--- src/rtl/ace_pkg.sv ---
// Shared types for the ACE write responder: burst/response encodings, FSM state,
// and fixed AXI field widths.
package ace_pkg;

   localparam int unsigned LEN_W  = 8;
   localparam int unsigned SIZE_W = 3;

   typedef enum logic [1:0] {
      BurstFixed = 2'b00,
      BurstIncr  = 2'b01,
      BurstWrap  = 2'b10,
      BurstRsvd  = 2'b11
   } burst_e;

   typedef enum logic [1:0] {
      RespOkay   = 2'b00,
      RespExokay = 2'b01,
      RespSlverr = 2'b10,
      RespDecerr = 2'b11
   } resp_e;

   typedef enum logic [1:0] {
      StIdle,
      StData,
      StResp
   } state_e;

endpackage

--- src/rtl/ace_aw_fifo.sv ---
// Generic synchronous FIFO; push when full and pop when empty are ignored.
module ace_aw_fifo #(
   parameter int unsigned WIDTH = 8,
   parameter int unsigned DEPTH = 4
) (
   input  logic             clk,
   input  logic             rst_n,
   input  logic             push_i,
   input  logic [WIDTH-1:0] wdata_i,
   input  logic             pop_i,
   output logic [WIDTH-1:0] rdata_o,
   output logic             full_o,
   output logic             empty_o
);

   localparam int unsigned PtrW = $clog2(DEPTH);

   logic [WIDTH-1:0] mem_q [DEPTH];
   logic [PtrW-1:0]  wptr_q, rptr_q;
   logic [PtrW:0]    cnt_q;
   logic             do_push, do_pop;

   assign full_o  = (cnt_q == (PtrW+1)'(DEPTH));
   assign empty_o = (cnt_q == '0);
   assign do_push = push_i && !full_o;
   assign do_pop  = pop_i && !empty_o;
   assign rdata_o = mem_q[rptr_q];

   always_ff @(posedge clk) begin
      if (do_push) mem_q[wptr_q] <= wdata_i;
   end

   always_ff @(posedge clk or negedge rst_n) begin
      if (!rst_n) begin
         wptr_q <= '0;
         rptr_q <= '0;
         cnt_q  <= '0;
      end else begin
         if (do_push) wptr_q <= wptr_q + 1'b1;
         if (do_pop)  rptr_q <= rptr_q + 1'b1;
         case ({do_push, do_pop})
            2'b10:   cnt_q <= cnt_q + 1'b1;
            2'b01:   cnt_q <= cnt_q - 1'b1;
            default: cnt_q <= cnt_q;
         endcase
      end
   end

endmodule

--- src/rtl/ace_write_responder.sv ---
// ACE write-channel slave: queues AW requests, forwards W beats to a backing store,
// returns one B per burst and tracks outstanding WACKs.
module ace_write_responder
   import ace_pkg::*;
#(
   parameter int unsigned ADDR_W   = 32,
   parameter int unsigned DATA_W   = 32,
   parameter int unsigned ID_W     = 4,
   parameter int unsigned AW_DEPTH = 4,
   parameter bit          EXCL_EN  = 1'b0,
   localparam int unsigned STRB_W  = DATA_W / 8,
   localparam int unsigned PEND_W  = $clog2(AW_DEPTH + 1) + 1
) (
   input  logic              clk,
   input  logic              rst_n,
   input  logic [ID_W-1:0]   awid,
   input  logic [ADDR_W-1:0] awaddr,
   input  logic [7:0]        awlen,
   input  logic [2:0]        awsize,
   input  logic [1:0]        awburst,
   input  logic              awlock,
   input  logic [2:0]        awsnoop,
   input  logic [1:0]        awdomain,
   input  logic [1:0]        awbar,
   input  logic              awunique,
   input  logic              awvalid,
   output logic              awready,
   input  logic [DATA_W-1:0] wdata,
   input  logic [STRB_W-1:0] wstrb,
   input  logic              wlast,
   input  logic              wvalid,
   output logic              wready,
   output logic [ID_W-1:0]   bid,
   output logic [1:0]        bresp,
   output logic              bvalid,
   input  logic              bready,
   input  logic              wack,
   output logic              mem_we,
   output logic [ADDR_W-1:0] mem_addr,
   output logic [DATA_W-1:0] mem_wdata,
   output logic [STRB_W-1:0] mem_wstrb,
   output logic [PEND_W-1:0] wack_pending,
   output logic              proto_err
);

   typedef struct packed {
      logic [ID_W-1:0]   id;
      logic [ADDR_W-1:0] addr;
      logic [LEN_W-1:0]  len;
      logic [SIZE_W-1:0] size;
      burst_e            burst;
      logic              lock;
      logic              bar;
   } aw_entry_t;

   localparam int unsigned EntryW = $bits(aw_entry_t);
   localparam logic [PEND_W-1:0] PendMax = '1;

   aw_entry_t aw_in, head;
   logic      fifo_full, fifo_empty, pop;
   logic      unused_attr;

   // Snoop/domain/unique and the barrier type bit do not affect a plain slave.
   assign unused_attr = ^{awsnoop, awdomain, awbar[1], awunique};

   assign aw_in = '{id: awid, addr: awaddr, len: awlen, size: awsize,
                    burst: burst_e'(awburst), lock: awlock, bar: awbar[0]};

   state_e            state_q;
   logic [ID_W-1:0]   cur_id_q;
   logic [ADDR_W-1:0] cur_addr_q;
   logic [LEN_W-1:0]  cur_len_q, beat_cnt_q;
   logic [SIZE_W-1:0] cur_size_q;
   burst_e            cur_burst_q;
   logic              cur_lock_q, err_q;

   ace_aw_fifo #(
      .WIDTH (EntryW),
      .DEPTH (AW_DEPTH)
   ) u_aw_fifo (
      .clk     (clk),
      .rst_n   (rst_n),
      .push_i  (awvalid),
      .wdata_i (aw_in),
      .pop_i   (pop),
      .rdata_o (head),
      .full_o  (fifo_full),
      .empty_o (fifo_empty)
   );

   logic w_hs, b_hs, last_beat;

   assign awready   = !fifo_full;
   assign pop       = (state_q == StIdle) && !fifo_empty;
   assign wready    = (state_q == StData);
   assign bvalid    = (state_q == StResp);
   assign w_hs      = wready && wvalid;
   assign b_hs      = bvalid && bready;
   assign last_beat = (beat_cnt_q == cur_len_q);

   assign bid       = cur_id_q;
   assign mem_we    = w_hs;
   assign mem_addr  = cur_addr_q;
   assign mem_wdata = w_hs ? wdata : '0;
   assign mem_wstrb = w_hs ? wstrb : '0;

   always_comb begin
      bresp = RespOkay;
      if (err_q)                      bresp = RespSlverr;
      else if (cur_lock_q && EXCL_EN) bresp = RespExokay;
   end

   logic [ADDR_W-1:0] step, bound, next_incr, next_addr;

   // WRAP keeps the upper bits of the aligned base and lets the low bits roll over.
   always_comb begin
      step      = ADDR_W'(1) << cur_size_q;
      bound     = ADDR_W'({1'b0, cur_len_q} + 9'd1) << cur_size_q;
      next_incr = cur_addr_q + step;
      case (cur_burst_q)
         BurstFixed: next_addr = cur_addr_q;
         BurstWrap:  next_addr = (cur_addr_q & ~(bound - 1'b1)) | (next_incr & (bound - 1'b1));
         default:    next_addr = next_incr;
      endcase
   end

   always_ff @(posedge clk or negedge rst_n) begin
      if (!rst_n) begin
         state_q     <= StIdle;
         cur_id_q    <= '0;
         cur_addr_q  <= '0;
         cur_len_q   <= '0;
         cur_size_q  <= '0;
         cur_burst_q <= BurstFixed;
         cur_lock_q  <= 1'b0;
         beat_cnt_q  <= '0;
         err_q       <= 1'b0;
      end else begin
         case (state_q)
            StIdle: begin
               if (!fifo_empty) begin
                  cur_id_q    <= head.id;
                  cur_addr_q  <= head.addr;
                  cur_len_q   <= head.len;
                  cur_size_q  <= head.size;
                  cur_burst_q <= head.burst;
                  cur_lock_q  <= head.lock && !head.bar;
                  beat_cnt_q  <= '0;
                  err_q       <= 1'b0;
                  state_q     <= head.bar ? StResp : StData;
               end
            end
            StData: begin
               if (wvalid) begin
                  beat_cnt_q <= beat_cnt_q + 1'b1;
                  cur_addr_q <= next_addr;
                  if ((wlast != last_beat) || (cur_burst_q == BurstRsvd)) err_q <= 1'b1;
                  if (last_beat) state_q <= StResp;
               end
            end
            StResp: begin
               if (bready) state_q <= StIdle;
            end
            default: state_q <= StIdle;
         endcase
      end
   end

   always_ff @(posedge clk or negedge rst_n) begin
      if (!rst_n) begin
         wack_pending <= '0;
         proto_err    <= 1'b0;
      end else if (b_hs && !wack) begin
         if (wack_pending == PendMax) proto_err <= 1'b1;
         else                         wack_pending <= wack_pending + 1'b1;
      end else if (wack && !b_hs) begin
         if (wack_pending == '0) proto_err <= 1'b1;
         else                    wack_pending <= wack_pending - 1'b1;
      end
   end

endmodule

--- config.mk ---
export PLATFORM = sky130hd
export DESIGN_NAME = ace_write_responder
export DESIGN_NICKNAME = d
export VERILOG_FILES = /design/src/rtl/ace_pkg.sv /design/src/rtl/ace_aw_fifo.sv /design/src/rtl/ace_write_responder.sv
export SDC_FILE = /design/constraint.sdc
export NUM_CORES = 1
export LEC_CHECK = 0
export CAP_MARGIN = 5
export CORE_ASPECT_RATIO = 1.25
export CORE_MARGIN = 3
export CORE_UTILIZATION = 35
export DETAILED_ROUTE_END_ITERATION = 10
export GPL_ROUTABILITY_DRIVEN = 0
export MAX_ROUTING_LAYER = met4
export SLEW_MARGIN = 20
export SYNTH_ARGS = -nofsm -noshare
export SYNTH_HDL_FRONTEND = slang
export SYNTH_SLANG_ARGS = --single-unit
--- constraint.sdc ---
create_clock -name clk -period 6.8 [get_ports clk]
set_clock_uncertainty 0.15 [all_clocks]
set_input_delay 1.02 -clock clk [delete_from_list [all_inputs] [get_ports clk]]
set_output_delay 1.02 -clock clk [all_outputs]
set_load 0.01 [all_outputs]
* Word-level counts from Yosys, hierarchy flattened
Memories as Yosys holds them, arrays and structs flattened.
Cells that the tools add are included.
W data, S select, Z words.
** Cells by class
- $add $sub $neg :: 10
- Equal/unequal tests :: 19
- Shifts and indexed selects :: 2
- Mux-type cells :: 31
- Bitwise logic cells :: 5
- Reductions and logical operators :: 27
** Operators with widths (count)
- $pmux W32 S2 :: 2
- $mux W32 :: 3
- $and A32 B32 Y32 :: 2
- $add A32 B32 Y32 :: 1
- $not A32 Y32 :: 1
- $or A32 B32 Y32 :: 1
- $shl A1 B3 Y32 const A :: 1
- $shl A9 B3 Y32 :: 1
- $sub A32 B1 Y32 const B :: 1
- $mux W4 :: 5
- $mux W8 :: 2
- $pmux W8 S2 :: 1
- $mux W2 :: 6
- $reduce_and A4 Y1 :: 3
- $ne A2 B2 Y1 const B :: 5
- $add A8 B1 Y9 const B :: 1
- $mux W1 :: 9
- $reduce_and A3 Y1 :: 3
- $add A8 B1 Y8 const B :: 1
- $eq A2 B2 Y1 const B :: 4
- $eq A8 B8 Y1 :: 1
- $ne A2 B1 Y1 const B :: 4
- $reduce_bool A2 Y1 :: 4
- $logic_and A1 B1 Y1 :: 7
- 19 further kinds :: 25
** Word-level totals
- Register bits after elaboration :: 72
- Bits in writable memories :: 204
- Input bits :: 101
- Word-level logic and storage cells :: 108
- Memories :: 1
** Memory list
- u_aw_fifo.mem_q :: depth 4, bits a word 51, read ports 1, clocked after memory_dff 0, wr ports 1, RTL line ace_aw_fifo.sv:18 : logic [WIDTH-1:0] mem_q [DEPTH];

* Depth between registers and ports, before layout
- Depth in word-level cells :: 9
- Gate-level depth with buffers :: 16

* Modules after synthesis
From an unflattened synthesis, not the netlist that was laid out.
** Second synthesis, totals
- Cell total of the unflattened synthesis :: 1038
- Area, all modules :: 13491.7 um^2
** Modules (own cells, without submodules)
- ace_aw_fifo :: times used 1, cells each 304, area each 7847.5 um^2
- ace_write_responder :: times used 1, cells each 734, area each 5644.2 um^2

* Worst setup path before layout
Ideal clock, no wire load.
- Kind :: reg2reg
- From :: register cur_size_q[2]
- To :: register (tool-made name)
- Setup time :: 0.122 ns
- Arrival :: 3.449 ns
- Slack :: 3.079 ns
- Stages on the path, launching flop included :: 17
- Path buffers :: 3
- Cells stage by stage :: dfrtp_1 -> clkbuf_1 -> clkbuf_1 -> nor2_1 -> ha_1 -> inv_1 -> fa_1 -> nor2b_1 -> o21ai_1 -> a21boi_0 -> o41a_1 -> o211ai_1 -> or4_1 -> clkbuf_1 -> a211oi_4 -> nand3_1 -> a32o_1
** RTL lines
- from (decl) :: RTL line ace_write_responder.sv:73 : logic [SIZE_W-1:0] cur_size_q;
- from (signal assigned) :: RTL line ace_write_responder.sv:145 : cur_size_q <= head.size;

* Worst setup path in the final report
- From :: register state_q[0]
- To :: output mem_we
** Between the ends
- Word-level cells in the longest chain between the ends :: 2
** RTL lines
- from (decl) :: RTL line ace_write_responder.sv:69 : state_e state_q;
- from (signal assigned) :: RTL line ace_write_responder.sv:129 : state_q <= StIdle;
- from (signal assigned) :: RTL line ace_write_responder.sv:150 : state_q <= head.bar ? StResp : StData;
- from (signal assigned) :: RTL line ace_write_responder.sv:158 : if (last_beat) state_q <= StResp;
- $eq A2 B1 Y1 :: RTL line ace_write_responder.sv:95 : assign wready = (state_q == StData);
- $logic_and A1 B1 Y1 :: RTL line ace_write_responder.sv:97 : assign w_hs = wready && wvalid;
- to (decl) :: RTL line ace_write_responder.sv:38 : output logic mem_we,
No other way between the ends.

==> run_results.csv <==
group,metric,value,unit
outcome,status,"finished clean",
timing,slew_viol_final,0,
layout,fill_cells,3422,
worst_setup_path,crit_fanout,51,
yosys,ys_seq_area_frac,0.5947,
worst_setup_path,crit_path_top_delay_cell,"clkinv_1",
clock_network,cts_sinks,272,
global_route,track_usage,0.1702,
die,rows,78,
yosys,synthCells,1008,
worst_setup_path,reg2reg_from,"cur_size_q[1]",
yosys,synth_top_cell_by_area,"edfxtp_1",
placed_design,port_buffers,174,
worst_setup_path,rrSetupSlack,2180,ps
yosys,synth-warning-count,0,
yosys,syn-num-nets,1132,
timing,rsz0062_at_grt,"no",
clock_network,cts_htree_levels,1,
worst_setup_path,cp_cell_sequence,"nand2b_2, buf_4, clkinv_1, nand2_1, inv_1, clkdlybuf4s50_1",
route,viasPerCell,5.292,
route,drt-total-wl,32970,µm
die,die-area,39890,µm²
worst_setup_path,slowest_delay,910,ps
layout,syn_to_final_growth,23.76,%
layout,drive_gt1_frac,0.1092,
placed_design,hpwl,21840,µm
timing,fin_crit_sh,0.7257,
route,drt_first_pass_iters,5,
yosys,synth_area,13130,µm²
route,wl_met2,16980,µm
worst_setup_path,arrival,3760,ps
worst_setup_path,reg2reg_depth,14,
worst_setup_path,setup.worst_path.start_class,"flop",
worst_setup_path,cp.depth,6,
timing,relSlewSlack,0.3540,
clock_network,cts_hold_buf,0,
route,post_drt_wl_per_cell,19.84,µm
pwr,p_leak,5.857,nW
placed_design,place_area,15280,µm²
global_route,antenna_found_initial,1,
yosys,syn_area_per_cell,13.02,µm²
timing,worst_pin_slew,969.0,ps
worst_setup_path,endpoint_kind,"primary output",
yosys,synth-seq-cells,272,
route,drc,0,
clock_network,cts_tree,"done",
clock_network,cts_resized,0,
timing,period_needed,4935,ps
worst_setup_path,critPathTopFamily,"buffers and inverters",
pwr,powerDensity,464.0,nW/µm²
yosys,synth_common_cells,"edfxtp_1, nand2_1, dfrtp_1",
pwr,ir_drop,0.2853,mV
route,drt_iter0_markers,664,
worst_setup_path,crit_type,"reg2out",
global_route,grt_pass1_vias,8934,
global_route,overflow,0,
yosys,synthArstFlopShare,0.2647,
flow_run,drv_cap,0,
yosys,synth_edf_count,200,
yosys,yosys-top-cells-area,"edfxtp_1, dfrtp_1, mux4_2, nand2_1, and3_1",
route,antenna_left,0,
timing,max_freq,202.7,MHz
timing,setup_viol,0,
clock_network,cts-root-buf,"clkbuf_16",
worst_hold_path,hold_class,"in2async",
global_route,grt_pass1_wl,51470,µm
clock_network,cts.path.max_buffers,3,
die,die_h,222.5,µm
layout,nets,1283,
die,start_util,0.3578,
clock_network,cts_buffers,28,
clock_network,cts.clk_slew.worst_paths,60,ps
route,top_layer,"met4",
die,core,36700,µm²
layout,multiInputGateArea,4951,µm²
worst_setup_path,crit_required,5630,ps
route,dr_wl_met3,1395,µm
timing,hold_viol_final,0,
timing,tns,0,ps
yosys,synth_cell_types,81,
clock_network,cts_setup_buffers,0,
layout,fin_area,16250,µm²
worst_setup_path,cp_num_buf_inv,4,
route,wl_met1,13780,µm
route,vias,8795,
die,io_pins,184,
clock_network,insertion_delay,540,ps
layout,final-seq-area,7812,µm²
die,fp.dieW,179.2,µm
yosys,synthFlopType,"edfxtp_1",
yosys,synthDominantCellAreaShare,0.4574,
global_route,grt_max_degree,73,
yosys,synth_most_common_cell,"edfxtp_1",
[how the worst max path moves through the flow]
stage / from / to / slack [ps]
2_1_floorplan: cur_size_q[2] / flop / 3080
5_1_grt: state_q[0] / mem_we / 1620
6_report: state_q[0] / mem_we / 1870
3_3_place_gp: cur_size_q[1] / flop / 2200
3_5_place_dp: cur_size_q[1] / flop / 2230
4_1_cts: state_q[0] / mem_we / 1890
[power breakdown]
group | total [mW] | internal, mW | switching, mW
sequential | 2.71 | 2.26 | 0.447
clock | 1.59 | 0.966 | 0.622
combinational | 3.24 | 1.46 | 1.79
[stage by stage]
step	utilization	power [mW]	cells	setup slack [ps]	hold WS, ps
6_report	0.4428	7.539	1662	1865	313.6
5_1_grt	0.4428	8.064	1662	1618	360.0
3_5_place_dp	0.4165	6.023	1609	2229	316.2
3_3_place_gp	0.4165	5.975	1609	2199	310.0
2_1_floorplan	-	4.884	1008	3079	314.7
4_1_cts	0.4426	7.641	1661	1888	331.2
[worst register-to-register path, cell delays in order, from the launching register on]
cell      delay [ps]
dfrtp_1          680
or2_2            490
nor2_1           140
ha_1             190
inv_1             50
fa_1             380
nor2b_1          180
o21ai_1          110
a21boi_0         330
o41a_1           220
o211ai_1         180
or4_1            650
a211oi_4         390
nand3_1          120
a32o_1           260
[cells by family after synthesis]
kind of cell	after synthesis	share of synthesized area
AO/OA/AOI/OAI	198	0.1030
multiplexers	63	0.09587
adder cells (fa/ha/maj)	23	0.02363
other	1	0.0002856
XOR/XNOR	41	0.02735
flip-flops	272	0.5947
AND/OR/NAND/NOR	319	0.1252
buffers and inverters	91	0.02992
[cell type report]
class / instances / area share
antenna: 1 / 0.0001540
clock buffer: 41 / 0.04928
clock inverter: 11 / 0.009703
inverter: 28 / 0.006469
multi-input combinational: 645 / 0.3047
sequential: 272 / 0.4808
tap: 480 / 0.03696
timing repair buffer: 184 / 0.1119
[layout by cell type (no fill, tap or decap), drive strengths merged, types with 8 or more instances in the layout]
cell,netlist,layout
xor2,18,18
nand2b,11,11
a31oi,16,16
or3,10,10
nand2,108,108
inv,25,26
mux4,50,50
o22ai,10,10
o21ai,49,49
a21oi,45,45
clkinv,3,8
clkdlybuf4s50,0,173
xnor2,23,23
clkbuf,40,41
and3,50,50
mux2i,11,11
edfxtp,200,200
nor2,49,49
dfrtp,72,72
nor3,11,11
nand3,27,27
nor2b,9,9
buf,23,11
ha,20,20
o41ai,8,8
nand4,12,12
[per-layer routing]
layer | track usage | vias to the layer above
met4 | 0.04916 | 0
met3 | 0.02718 | 51
li1 | - | 4145
met2 | 0.2855 | 176
met1 | 0.2132 | 4423
met5 | - | -
Power figures use the tool's default switching activity.
